===== config.mk =====
export PLATFORM = sky130hd
export DESIGN_NAME = ram_bist_ctrl
export DESIGN_NICKNAME = d
export VERILOG_FILES = /design/src/rtl/ram_bist_ctrl.sv
export SDC_FILE = /design/constraint.sdc
export NUM_CORES = 1
export LEC_CHECK = 0
export ABC_AREA = 1
export BUFFER_PORTS_ARGS = -buffer_cell sky130_fd_sc_hd__buf_2
export CAP_MARGIN = 20
export CORE_MARGIN = 2
export CORE_UTILIZATION = 57
export CTS_CLUSTER_DIAMETER = 80
export DETAILED_ROUTE_END_ITERATION = 16
export GPL_TIMING_DRIVEN = 0
export HOLD_SLACK_MARGIN = 0.12
export PLACE_DENSITY = 0.9
export SLEW_MARGIN = 25
export SYNTH_ARGS = -nofsm -noshare
export SYNTH_HDL_FRONTEND = slang
export SYNTH_SLANG_ARGS = --single-unit

===== constraint.sdc =====
create_clock -name clk -period 4.7 [get_ports clk]
set_clock_uncertainty 0.1 [all_clocks]
set_input_delay 0.94 -clock clk [delete_from_list [all_inputs] [get_ports clk]]
set_output_delay 0.94 -clock clk [all_outputs]
set_load 0.05 [all_outputs]

===== src/rtl/ram_bist_ctrl.sv =====
// BIST sequencer for the 8-bit single-port RAM: write pattern, read back, compare.
// Optional macro RAM_BIST_COMPLEMENT_EN adds a second pass with the inverted pattern.
module ram_bist_ctrl #(
    parameter int ADDR_W = 8,
    parameter int DATA_W = 8,
    parameter int DEPTH  = 256,
    parameter logic [DATA_W-1:0] SEED = DATA_W'(8'hA5)
) (
    input  logic              clk,
    input  logic              rst_n,
    input  logic              start,
    output logic              busy,
    output logic              done,
    output logic              pass,
    output logic [ADDR_W-1:0] fail_addr,
    output logic [DATA_W-1:0] fail_data,
    output logic [ADDR_W-1:0] address,
    output logic              write_en,
    output logic [DATA_W-1:0] write_data,
    output logic              read_en,
    input  logic [DATA_W-1:0] read_data
);

`ifdef RAM_BIST_COMPLEMENT_EN
    typedef enum logic [2:0] {
        S_IDLE, S_WR_A, S_RD_A, S_WR_B, S_RD_B, S_DRAIN, S_DONE
    } state_t;
`else
    typedef enum logic [2:0] {
        S_IDLE, S_WR_A, S_RD_A, S_DRAIN, S_DONE
    } state_t;
`endif

    state_t              state_q, state_d;
    logic [ADDR_W-1:0]   cnt_q, cnt_d;
    logic                cmp_vld_q, cmp_vld_d;
    logic [ADDR_W-1:0]   cmp_addr_q, cmp_addr_d;
    logic [DATA_W-1:0]   cmp_exp_q, cmp_exp_d;
    logic                pass_q, pass_d;
    logic [ADDR_W-1:0]   fail_addr_q, fail_addr_d;
    logic [DATA_W-1:0]   fail_data_q, fail_data_d;

    logic                cnt_last;
    logic [DATA_W-1:0]   pat;
    logic                mismatch;

    assign cnt_last = (cnt_q == ADDR_W'(DEPTH - 1));
    assign pat      = DATA_W'(cnt_q) ^ SEED;
    assign mismatch = cmp_vld_q && (read_data != cmp_exp_q);

    assign busy      = (state_q != S_IDLE) && (state_q != S_DONE);
    assign done      = (state_q == S_DONE);
    assign pass      = pass_q;
    assign fail_addr = fail_addr_q;
    assign fail_data = fail_data_q;

    // State, counter, compare pipeline and result registers
    always_ff @(posedge clk or negedge rst_n) begin
        if (!rst_n) begin
            state_q     <= S_IDLE;
            cnt_q       <= '0;
            cmp_vld_q   <= 1'b0;
            cmp_addr_q  <= '0;
            cmp_exp_q   <= '0;
            pass_q      <= 1'b1;
            fail_addr_q <= '0;
            fail_data_q <= '0;
        end else begin
            state_q     <= state_d;
            cnt_q       <= cnt_d;
            cmp_vld_q   <= cmp_vld_d;
            cmp_addr_q  <= cmp_addr_d;
            cmp_exp_q   <= cmp_exp_d;
            pass_q      <= pass_d;
            fail_addr_q <= fail_addr_d;
            fail_data_q <= fail_data_d;
        end
    end

    // Sequencing, RAM port drive and first-mismatch capture
    always_comb begin
        state_d     = state_q;
        cnt_d       = cnt_q;
        cmp_vld_d   = 1'b0;
        cmp_addr_d  = cmp_addr_q;
        cmp_exp_d   = cmp_exp_q;
        pass_d      = pass_q;
        fail_addr_d = fail_addr_q;
        fail_data_d = fail_data_q;
        address     = '0;
        write_en    = 1'b0;
        write_data  = '0;
        read_en     = 1'b0;

        unique case (state_q)
            S_IDLE, S_DONE: begin
                if (start) begin
                    state_d     = S_WR_A;
                    cnt_d       = '0;
                    pass_d      = 1'b1;
                    fail_addr_d = '0;
                    fail_data_d = '0;
                end
            end
            S_WR_A: begin
                write_en   = 1'b1;
                address    = cnt_q;
                write_data = pat;
                cnt_d      = cnt_last ? '0 : cnt_q + ADDR_W'(1);
                if (cnt_last) state_d = S_RD_A;
            end
            S_RD_A: begin
                read_en    = 1'b1;
                address    = cnt_q;
                cmp_vld_d  = 1'b1;
                cmp_addr_d = cnt_q;
                cmp_exp_d  = pat;
                cnt_d      = cnt_last ? '0 : cnt_q + ADDR_W'(1);
`ifdef RAM_BIST_COMPLEMENT_EN
                if (cnt_last) state_d = S_WR_B;
`else
                if (cnt_last) state_d = S_DRAIN;
`endif
            end
`ifdef RAM_BIST_COMPLEMENT_EN
            S_WR_B: begin
                write_en   = 1'b1;
                address    = cnt_q;
                write_data = ~pat;
                cnt_d      = cnt_last ? '0 : cnt_q + ADDR_W'(1);
                if (cnt_last) state_d = S_RD_B;
            end
            S_RD_B: begin
                read_en    = 1'b1;
                address    = cnt_q;
                cmp_vld_d  = 1'b1;
                cmp_addr_d = cnt_q;
                cmp_exp_d  = ~pat;
                cnt_d      = cnt_last ? '0 : cnt_q + ADDR_W'(1);
                if (cnt_last) state_d = S_DRAIN;
            end
`endif
            S_DRAIN: begin
                state_d = S_DONE;
            end
            default: begin
                state_d = S_IDLE;
            end
        endcase

        // A mismatch ends the run at once; the read issued this cycle is dropped
        if (mismatch) begin
            state_d     = S_DONE;
            cnt_d       = '0;
            cmp_vld_d   = 1'b0;
            pass_d      = 1'b0;
            fail_addr_d = cmp_addr_q;
            fail_data_d = read_data;
        end
    end

endmodule


==> results.md, run 1 <==
* CP Capture Type: output pin
* Ys Warns at 0
* DRC at 0
* Layout cell share with drive strength beyond 1 at 0.254
* Post-Layout Cell Count at 345
* Most frequent cells in the layout: nand2_1 (53), buf_2 (52), dfrtp_1 (40)
* Crit-path max FO at 10
* Dpl ws at 2.16 ns
* Initial Util at 0.598
* Hold Path Class: reg2reg
* CTS tree: built
* WP data required at 3.66 ns
* DP Wirelength at 3050 um
* Critical R2R Launch: cnt_q[0]
* Setup crit start kind: flip-flop
* N_diodes at 0
* Fin Setup TNS at 0 ns
* Total congestion overflow at 0
* Synthesized area per cell at 8.21 um^2
* Root Buffer: clkbuf_4
* Worst-margin pin slew at 0.874 ns
* Endpoint, Worst Hold: fail_data[4]
* Worst EP arrival at 1.86 ns
* Status: finished clean
* Row cnt at 21
* Worst VDD drop at 0.379 mV
* Pre-antenna DRT Iters at 4
* WL/cell at 11.8 um
* Power, Total at 1480 uW
* Reg2reg end: state_q[2]
* CTS buffer count at 5
* Multi-input logic area at 808 um^2
* Seq/Total Area, Yosys at 0.511
* First-pass GRT wire length at 7200 um
* Synth-to-layout area growth at 18.2%
* Worst Hold Path Cells at 2
* Ports at 48
* Post-synthesis cell count at 245
* Vias per cell at 5.06
* PwrDens at 622 mW/mm^2
* Commonest non-fill, non-tap cell in the layout: nand2_1
* Post-route ant nets at 0
* Horiz. Die Dim at 63.4 um
* Final period util at 0.618
* Placed Cells at 338
* MaxCap Viol Count at 0
* R2R depth at 8
* Final worst slack at 1.80 ns
* Final slew viol count at 0
* Initial antenna violation count at 0
* Final period demand of the worst path at 2.90 ns
* Clk pin slew, worst setup/hold paths at 0.12 ns
* Hold Fails Final Rpt at 0
* Routed Wire Length at 4070 um
* Synth Net Count at 257
* Crit Path Category: reg2out
* Largest net degree at the start of global routing at 42
* Unrepaired setup endpoints after global routing: false
* Htree depth at 2
* Layout Nets at 311
* FMAX at 344 MHz
* Hold_buf cts at 0
* Min Hold Slack at 0.419 ns
* Setup-failing EPs final at 0
* FF+latch area at 0.00103 mm^2
* Synthesized cell area at 0.00201 mm^2
* IO Port Bufs at 47
* Hold Startpoint: fail_data[4]
* DIE AREA at 0.00402 mm^2
* FILL cells at 268
* Core Area at 0.00336 mm^2
* Synth cell types at 26
* Initial DRC Count at 167
* Setup Fix Bufs, Post-CTS at 0
* Vias in the first global route at 1589
* Post-CTS resize count at 0
* TritonCTS Sinks at 41
* Total leakage power at 0.00132 uW
* Max_slew headroom at 0.417
* GR Util All Layers at 0.228
* Die H at 63.4 um
* DR vias at 1746
* Reg-to-reg slack, setup at 2.99 ns
* Clk_lat worst skew at 0.35 ns
* Post-synthesis register bit count at 41
* GP Congestion at 0.897
* Maximum clock path buffer count at 2
## cell type report
cell class / count / share of cell area
clock inverters: 2 / 0.0147
plain buffers: 5 / 0.0105
inverters: 39 / 0.0637
clock buffers: 5 / 0.0158
flip-flops and latches: 41 / 0.432
well taps: 46 / 0.0242
multi-input cells: 160 / 0.340
repair buffers: 47 / 0.0989
## critical path, cell delays in order (launching register included)
cell     delay (ns)
dfrtp_1        0.45
nor3_4         0.38
inv_4          0.12
nand2_4        0.14
inv_4          0.08
nor2_1         0.09
buf_2          0.27
## cell usage after synthesis, drive strengths merged
cell type,instances,share of area
nand3,26,0.077
inv,39,0.075
nor2,32,0.060
a21oi,5,0.012
nor3,4,0.024
o211ai,1,0.0037
o21bai,3,0.011
buf,5,0.012
nand4,1,0.0031
dfstp,1,0.013
ha,1,0.0062
xnor2,3,0.013
xor2,2,0.0087
nand2,57,0.12
dfrtp,40,0.50
o22ai,3,0.0093
mux2i,1,0.0050
o21ai,21,0.052
## sequential cells by signal, indices dropped and copies added (netlist names)
name / count
cmp_addr_q: 8
cmp_exp_q: 4
cmp_vld_q: 1
cnt_q: 8
fail_addr: 8
fail_data: 8
pass: 1
state_q: 3
## how the worst max path moves through the flow
stage	startpoint	end	cells after the start
2_1_floorplan	state_q[0]	done	3
3_3_place_gp	state_q[0]	address[2]	6
3_5_place_dp	state_q[0]	address[3]	6
4_1_cts	state_q[0]	address[0]	6
5_1_grt	state_q[0]	address[0]	7
6_report	state_q[0]	address[2]	6
## metal layers
layer,track usage,up-vias,share of wire
met3,0.0446,6,0.054
li1,-,880,-
met5,0,-,0
met2,0.399,52,0.49
met4,0.0598,0,0.011
met1,0.289,808,0.44
## kinds of logic (layout without fill, tap and decap cells)
kind of cell | count (synthesis) | in the layout | synth area share
mux | 1 | 1 | 0.00498
simple gates | 120 | 120 | 0.280
xor+xnor | 5 | 5 | 0.0218
buf+inv | 44 | 98 | 0.0877
fa+ha+maj | 1 | 1 | 0.00622
compound gates | 33 | 33 | 0.0889
flops | 41 | 41 | 0.511
## stage by stage
step	util	instance area, um^2
final	0.707	2380
after global routing	0.707	2380
after CTS	0.707	2380
after detailed placement	0.685	2300
after global placement	0.685	2300
after floorplan	-	2010
## power by group
part	internal, uW	total, uW	switching (uW)	leakage, uW
sequential	441	497	56.3	0.000540
combinational	188	763	575	0.000742
clock	108	219	111	0.0000410
total	737	1480	742	0.00132
Note: power is estimated with default switching activity, not from simulation.
==> inputs of run 2 (changes only) <==
Settings changed: ABC_AREA 1 to 0, CORE_UTILIZATION 57 to 48, PLACE_DENSITY 0.9 to 0.81.
Clock period 4.7 ns to 2.4 ns, I/O delays scaled along.
==> run 2 against run 1 <==
Against the previous run:
- sequential cell count did not move
- via count is 2.7% higher
- global-route usage is 2.2 points lower
- final cell count is 5.2% lower
==> results.md, run 2 <==
* Cell accounting for the most synthesized area: dfrtp_1
* Internal power at 1280 uW
* WL/cell at 15.1 um
* Clock power share at 0.279
* CP Cell Sequence: buf_2 -> nand2b_2 -> nor2_4 -> buf_4 -> buf_4
* CTS tree: built
* Post-synthesis register bit count at 41
* Post-route ant nets at 0
* Total leakage power at 0.00129 uW
* Cell with the most instances after synthesis: dfrtp_1
* Final period demand of the worst path at 2.33 ns
* Top FF cell, synth: dfrtp_1
* IO Port Bufs at 47
* Ys Warns at 0
* Pre-antenna DRT Iters at 4
* Sw Pwr at 809 uW
* Worst VDD drop at 0.650 mV
* DRC at 0
* CP max stage cell: dfrtp_1
* Total congestion overflow at 0
* Horiz. Die Dim at 70.0 um
* Initial antenna violation count at 0
* Layout Nets at 286
* Crit-path most repeated cell: buf_4
* Part of the power in registers at 0.358
* First-pass GRT wire length at 7980 um
* Layout cell share with drive strength beyond 1 at 0.316
* Synth cell count leaders: dfrtp_1 (40), nand2_1 (24), o21ai_0 (21)
* Crit-path max FO at 10
* Number of synthesized flops with an enable pin at 0
* Area contributors post-synth: dfrtp_1 (48%), o211ai_1 (5.7%), o21ai_0 (5.0%)
* Ports at 48
* Worst-margin pin slew at 0.470 ns
* Core Area at 0.00426 mm^2
* Row cnt at 24
* GR Util All Layers at 0.206
* Worst path bufs/invs at 3
* Hold Path Class: reg2reg
* MaxCap Viol Count at 0
* Final Cell Area at 0.00267 mm^2
* Critical R2R Launch: cnt_q[1]
* Final slew viol count at 0
* Max_slew headroom at 0.687
* Maximum clock path buffer count at 2
* Logic pwr share at 0.362
* Clk_lat worst skew at 0.30 ns
* Final core utilization at 0.626
* CTS buffer count at 5
* DR vias at 1793
* Initial Util at 0.491
* Status: finished clean
* Setup crit start kind: flip-flop
* Hold Fails Final Rpt at 0
* TritonCTS Sinks at 41
* Post-synthesis cell count at 211
* Seq/Total Area, Yosys at 0.491
* Initial DRC Count at 60
* Vias per cell at 5.48
* Sw Share at 0.387
* Final period util at 0.969
* Commonest non-fill, non-tap cell in the layout: dfrtp_1
* Die H at 70.0 um
* DIE AREA at 0.00490 mm^2
* Clk pin slew, worst setup/hold paths at 0.08 ns
* Power, Total at 2090 uW
* Synth Net Count at 223
* Top-area cell type share of the netlist area at 0.478
* FMAX at 430 MHz
* CP Capture Type: output pin
* Delay-heaviest family, CP: buffers and inverters
* Worst EP arrival at 1.75 ns
* Largest net degree at the start of global routing at 42
* Htree depth at 2
* Synth cell types at 36
* Routed Wire Length at 4940 um
* Synthesized cell area at 0.00209 mm^2
* Setup-failing EPs final at 0
* Most frequent cells in the layout: dfrtp_1 (39), buf_2 (35), nand2_1 (24)
* DP Wirelength at 3370 um
* WP data required at 1.82 ns
* Synthesized area per cell at 9.92 um^2
* Crit Path Category: reg2out
* PwrDens at 783 mW/mm^2
* Vias in the first global route at 1670
* Hold Startpoint: pass
* N_diodes at 0
* Root Buffer: clkbuf_8
* Synth-to-layout area growth at 27.4%
* FILL cells at 366
* Post-synthesis async set-or-reset flop share at 1.00
* GP Congestion at 0.894
* CP max stage delay at 0.37 ns
* Placed Area at 0.00239 mm^2
* Worst Setup SP: state_q[2]
## run 2: cell types whose count changed after synthesis, moves of 4 or more
cell	delta
a21oi_1	+6
and2_1	+12
buf_2	-4
clkbuf_1	+9
inv_1	-26
inv_2	-5
mux2_2	+8
nand2_1	-29
nand3_1	-20
nor2_1	-21
o211ai_1	+15
xnor2_1	+5
## run 2: path summary, 6_finish.rpt
check	slack, ns	cells after the start	endpoint
max	0.07	5	read_en
min	0.36	2	pass
max reg2reg	0.36	5	cnt_q[3]
min reg2reg	0.36	2	pass
max in group asynchronous	1.20	3	state_q[1]
min in group asynchronous	0.54	2	cmp_vld_q
## run 2: cell families (layout without fill, tap and decap cells)
group           Yosys count  in the layout  share of synthesized area
fa+ha+maj                 1              1                    0.00598
simple gates             69             69                      0.169
buf+inv                  21             85                     0.0526
flops                    41             41                      0.491
xor+xnor                  9              9                     0.0412
compound gates           60             60                      0.188
mux                      10             10                     0.0526
## run 2: metal layers
| layer | part of all wire | vias to the layer above | GRT usage |
|---|---|---|---|
| met5 | 0 | - | 0 |
| met4 | 0.013 | 0 | 0.0641 |
| met3 | 0.070 | 9 | 0.0476 |
| met2 | 0.49 | 67 | 0.332 |
| met1 | 0.43 | 849 | 0.277 |
| li1 | - | 868 | - |
## run 2: power by group through the flow
stage          registers, uW  clock network, uW  logic (uW)
2_1_floorplan            752                  0         525
3_3_place_gp             759                  0         672
3_5_place_dp             761                  0         683
4_1_cts                  747                595         720
5_1_grt                  753                620         815
6_report                 749                583         757
## run 2: per-stage QoR
| step | worst slack, ns | hold WS (ns) | TNS, ns | std cells |
|---|---|---|---|---|
| 6_report | 0.0734 | 0.363 | 0 | 327 |
| 5_1_grt | -0.0103 | 0.379 | -0.0245 | 327 |
| 4_1_cts | 0.00924 | 0.227 | 0 | 318 |
| 3_5_place_dp | 0.0452 | 0.355 | 0 | 310 |
| 3_3_place_gp | 0.0521 | 0.348 | 0 | 310 |
| 2_1_floorplan | 0.0676 | 0.0844 | 0 | 211 |
## run 2: worst reg2reg max path: cells and delay by family (launching register included)
| kind | cells | cell delay [ns] |
|---|---|---|
| AOI/OAI and AO/OA | 3 | 0.83 |
| DFF | 1 | 0.48 |
| adders and majority gates | 1 | 0.27 |
| and+or+nand+nor | 1 | 0.26 |
## run 2: repair_timing
item	CTS	global route
endpoints found under the setup margin	9	13
endpoints found under the hold margin	0	15
hold buffers	0	1
pin swaps	0	2
buffers inserted	0	7
resized for setup	15	10
## run 2: layout make-up
type                    count  area, um^2  share of cell area
flip-flops and latches     41        1030               0.386
multi-input cells         149         982               0.368
repair buffers             56         362               0.136
plain buffers              15        91.3              0.0342
clock buffers               7        86.3              0.0324
well taps                  52        65.1              0.0244
clock inverters             1        30.0              0.0113
inverters                   6        22.5             0.00844
==> inputs of run 3 (changes only) <==
Settings changed: CORE_UTILIZATION 48 to 50, CTS_BUF_LIST set to sky130_fd_sc_hd__clkbuf_4, PLACE_DENSITY 0.81 to 0.84.
==> run 3 against run 2 <==
Against the previous run:
- total power is 10% lower
- critical path depth is 1 higher
- count of clock-buffer cells in the layout stayed put
- final cell count is 2.4% lower
- via count stayed put
- sequential cell count stayed put
- non-clock buffer count is 6 lower
- sequential share of layout area is 1.3 points higher
- setup slack better by 0.041 ns
- maximum frequency is 1.8% higher
- design area is 3.2% lower
==> results.md, run 3 (synthesis results as in run 2) <==
* GP Congestion at 0.882
* Horiz. Die Dim at 68.7 um
* GR Util All Layers at 0.219
* Total leakage power at 0.00123 uW
* Clk_lat worst skew at 0.34 ns
* TritonCTS Sinks at 41
* Total congestion overflow at 0
* WP data required at 1.82 ns
* Commonest non-fill, non-tap cell in the layout: dfrtp_1
* Layout Nets at 280
* Ports at 48
* Initial antenna violation count at 0
* Vias per cell at 5.62
* DIE AREA at 0.00472 mm^2
* WL/cell at 15.0 um
* Core Area at 0.00403 mm^2
* Final period util at 0.952
* Largest net degree at the start of global routing at 42
* PwrDens at 728 mW/mm^2
* Pre-antenna DRT Iters at 4
* Post-route ant nets at 0
* Placed Area at 0.00239 mm^2
* MaxCap Viol Count at 0
* Hold Path Class: in2async
* CP Cell Sequence: buf_4 -> xnor2_4 -> nor2_4 -> buf_6 -> and2_1 -> buf_4
* DP Wirelength at 3440 um
* Critical R2R Launch: cnt_q[1]
* Worst Setup SP: state_q[0]
* Crit-path max FO at 10
* Crit Path Category: reg2out
* Maximum clock path buffer count at 2
* Routed met1 length at 2130 um
* Final slew viol count at 0
* Worst EP arrival at 1.71 ns
* FF+latch area at 0.00103 mm^2
* Max_slew headroom at 0.414
* First-pass GRT wire length at 7560 um
* FMAX at 438 MHz
* Fin Setup TNS at 0 ns
* Final core utilization at 0.641
* Detail Route met2 WL at 2300 um
* Vias in the first global route at 1671
* CP max stage delay at 0.38 ns
* CTS buffer count at 5
* Htree depth at 2
* Worst-margin pin slew at 0.879 ns
* Clk pin slew, worst setup/hold paths at 0.11 ns
* Delay-heaviest family, CP: buffers and inverters
* FILL cells at 326
* Routed length on met3 at 270 um
* Die H at 68.7 um
* CP max stage cell: dfrtp_1
* Routed Wire Length at 4790 um
* Worst path bufs/invs at 3
* DRC at 0
* Most frequent cells in the layout: dfrtp_1 (39), buf_2 (35), nand2_1 (24)
* Unrepaired setup endpoints after global routing: false
* DR vias at 1793
* Multi-input logic area at 982 um^2
* CTS tree: built
* Crit-path most repeated cell: buf_4
* Hold_buf cts at 0
* Root Buffer: clkbuf_4
* Final Cell Area at 0.00258 mm^2
* IO Port Bufs at 47
* Initial Util at 0.520
* Power, Total at 1880 uW
* N_diodes at 0
* Synth-to-layout area growth at 23.4%
* CP Capture Type: output pin
* Layout cell share with drive strength beyond 1 at 0.309
* Hold Fails Final Rpt at 0
* Initial DRC Count at 123
* Row cnt at 23
* Setup-failing EPs final at 0
* Setup crit start kind: flip-flop
* Worst VDD drop at 0.677 mV
* Uppermost routed layer: met4
* Final period demand of the worst path at 2.29 ns
* Status: finished clean
-- run 3: cell types whose count changed in the layout (fill, tap and decap cells not counted), sizes merged --
cell	before	now
buf	61	57
bufinv	1	0
clkbuf	16	15
clkinvlp	0	1
dlygate4sd3	1	0
-- run 3: final cells by class --
class / count / area share
multi-input combinational: 149 / 0.380
inverter: 6 / 0.00872
buffer: 15 / 0.0368
tap: 50 / 0.0242
clock inverter: 1 / 0.00291
sequential: 41 / 0.398
clock buffer: 7 / 0.0203
timing repair buffer: 50 / 0.128
-- run 3: power by group --
| part | switching (uW) | total [uW] | leakage (uW) | internal (uW) |
|---|---|---|---|---|
| combinational | 539 | 779 | 0.000633 | 240 |
| clock | 215 | 353 | 0.0000324 | 138 |
| sequential | 27.9 | 748 | 0.000564 | 720 |
| total | 781 | 1880 | 0.00123 | 1100 |
-- run 3: what timing repair did --
item	in CTS	in global routing
gates cloned	0	0
hold endpoints to repair	0	0
buffers inserted	1	2
resized for setup	20	15
endpoints found under the setup margin	13	13
pin swaps	2	2
-- run 3: worst paths after layout --
| path | endpoint | slack, ns | cells past startpoint |
|---|---|---|---|
| max | address[4] | 0.11 | 6 |
| min | fail_data[6] | 0.14 | 1 |
| max reg2reg | cnt_q[7] | 0.33 | 5 |
| min reg2reg | pass | 0.37 | 2 |
| max in group asynchronous | state_q[1] | 1.45 | 1 |
| min in group clk | state_q[2] | 0.31 | 2 |
-- run 3: routing by layer --
layer | GRT usage | vias to the layer above
met2 | 0.359 | 64
met4 | 0.0858 | 0
met5 | 0 | -
met1 | 0.281 | 859
li1 | - | 862
met3 | 0.0471 | 8
-- run 3: through the flow --
stage	hold slack (ns)	setup WS (ns)	cells
floorplan	0.0844	0.0676	211
global placement	0.351	0.0661	308
detailed placement	0.355	0.0307	308
CTS	0.167	0.0130	317
global route	0.208	0.0152	319
finish	0.141	0.115	319
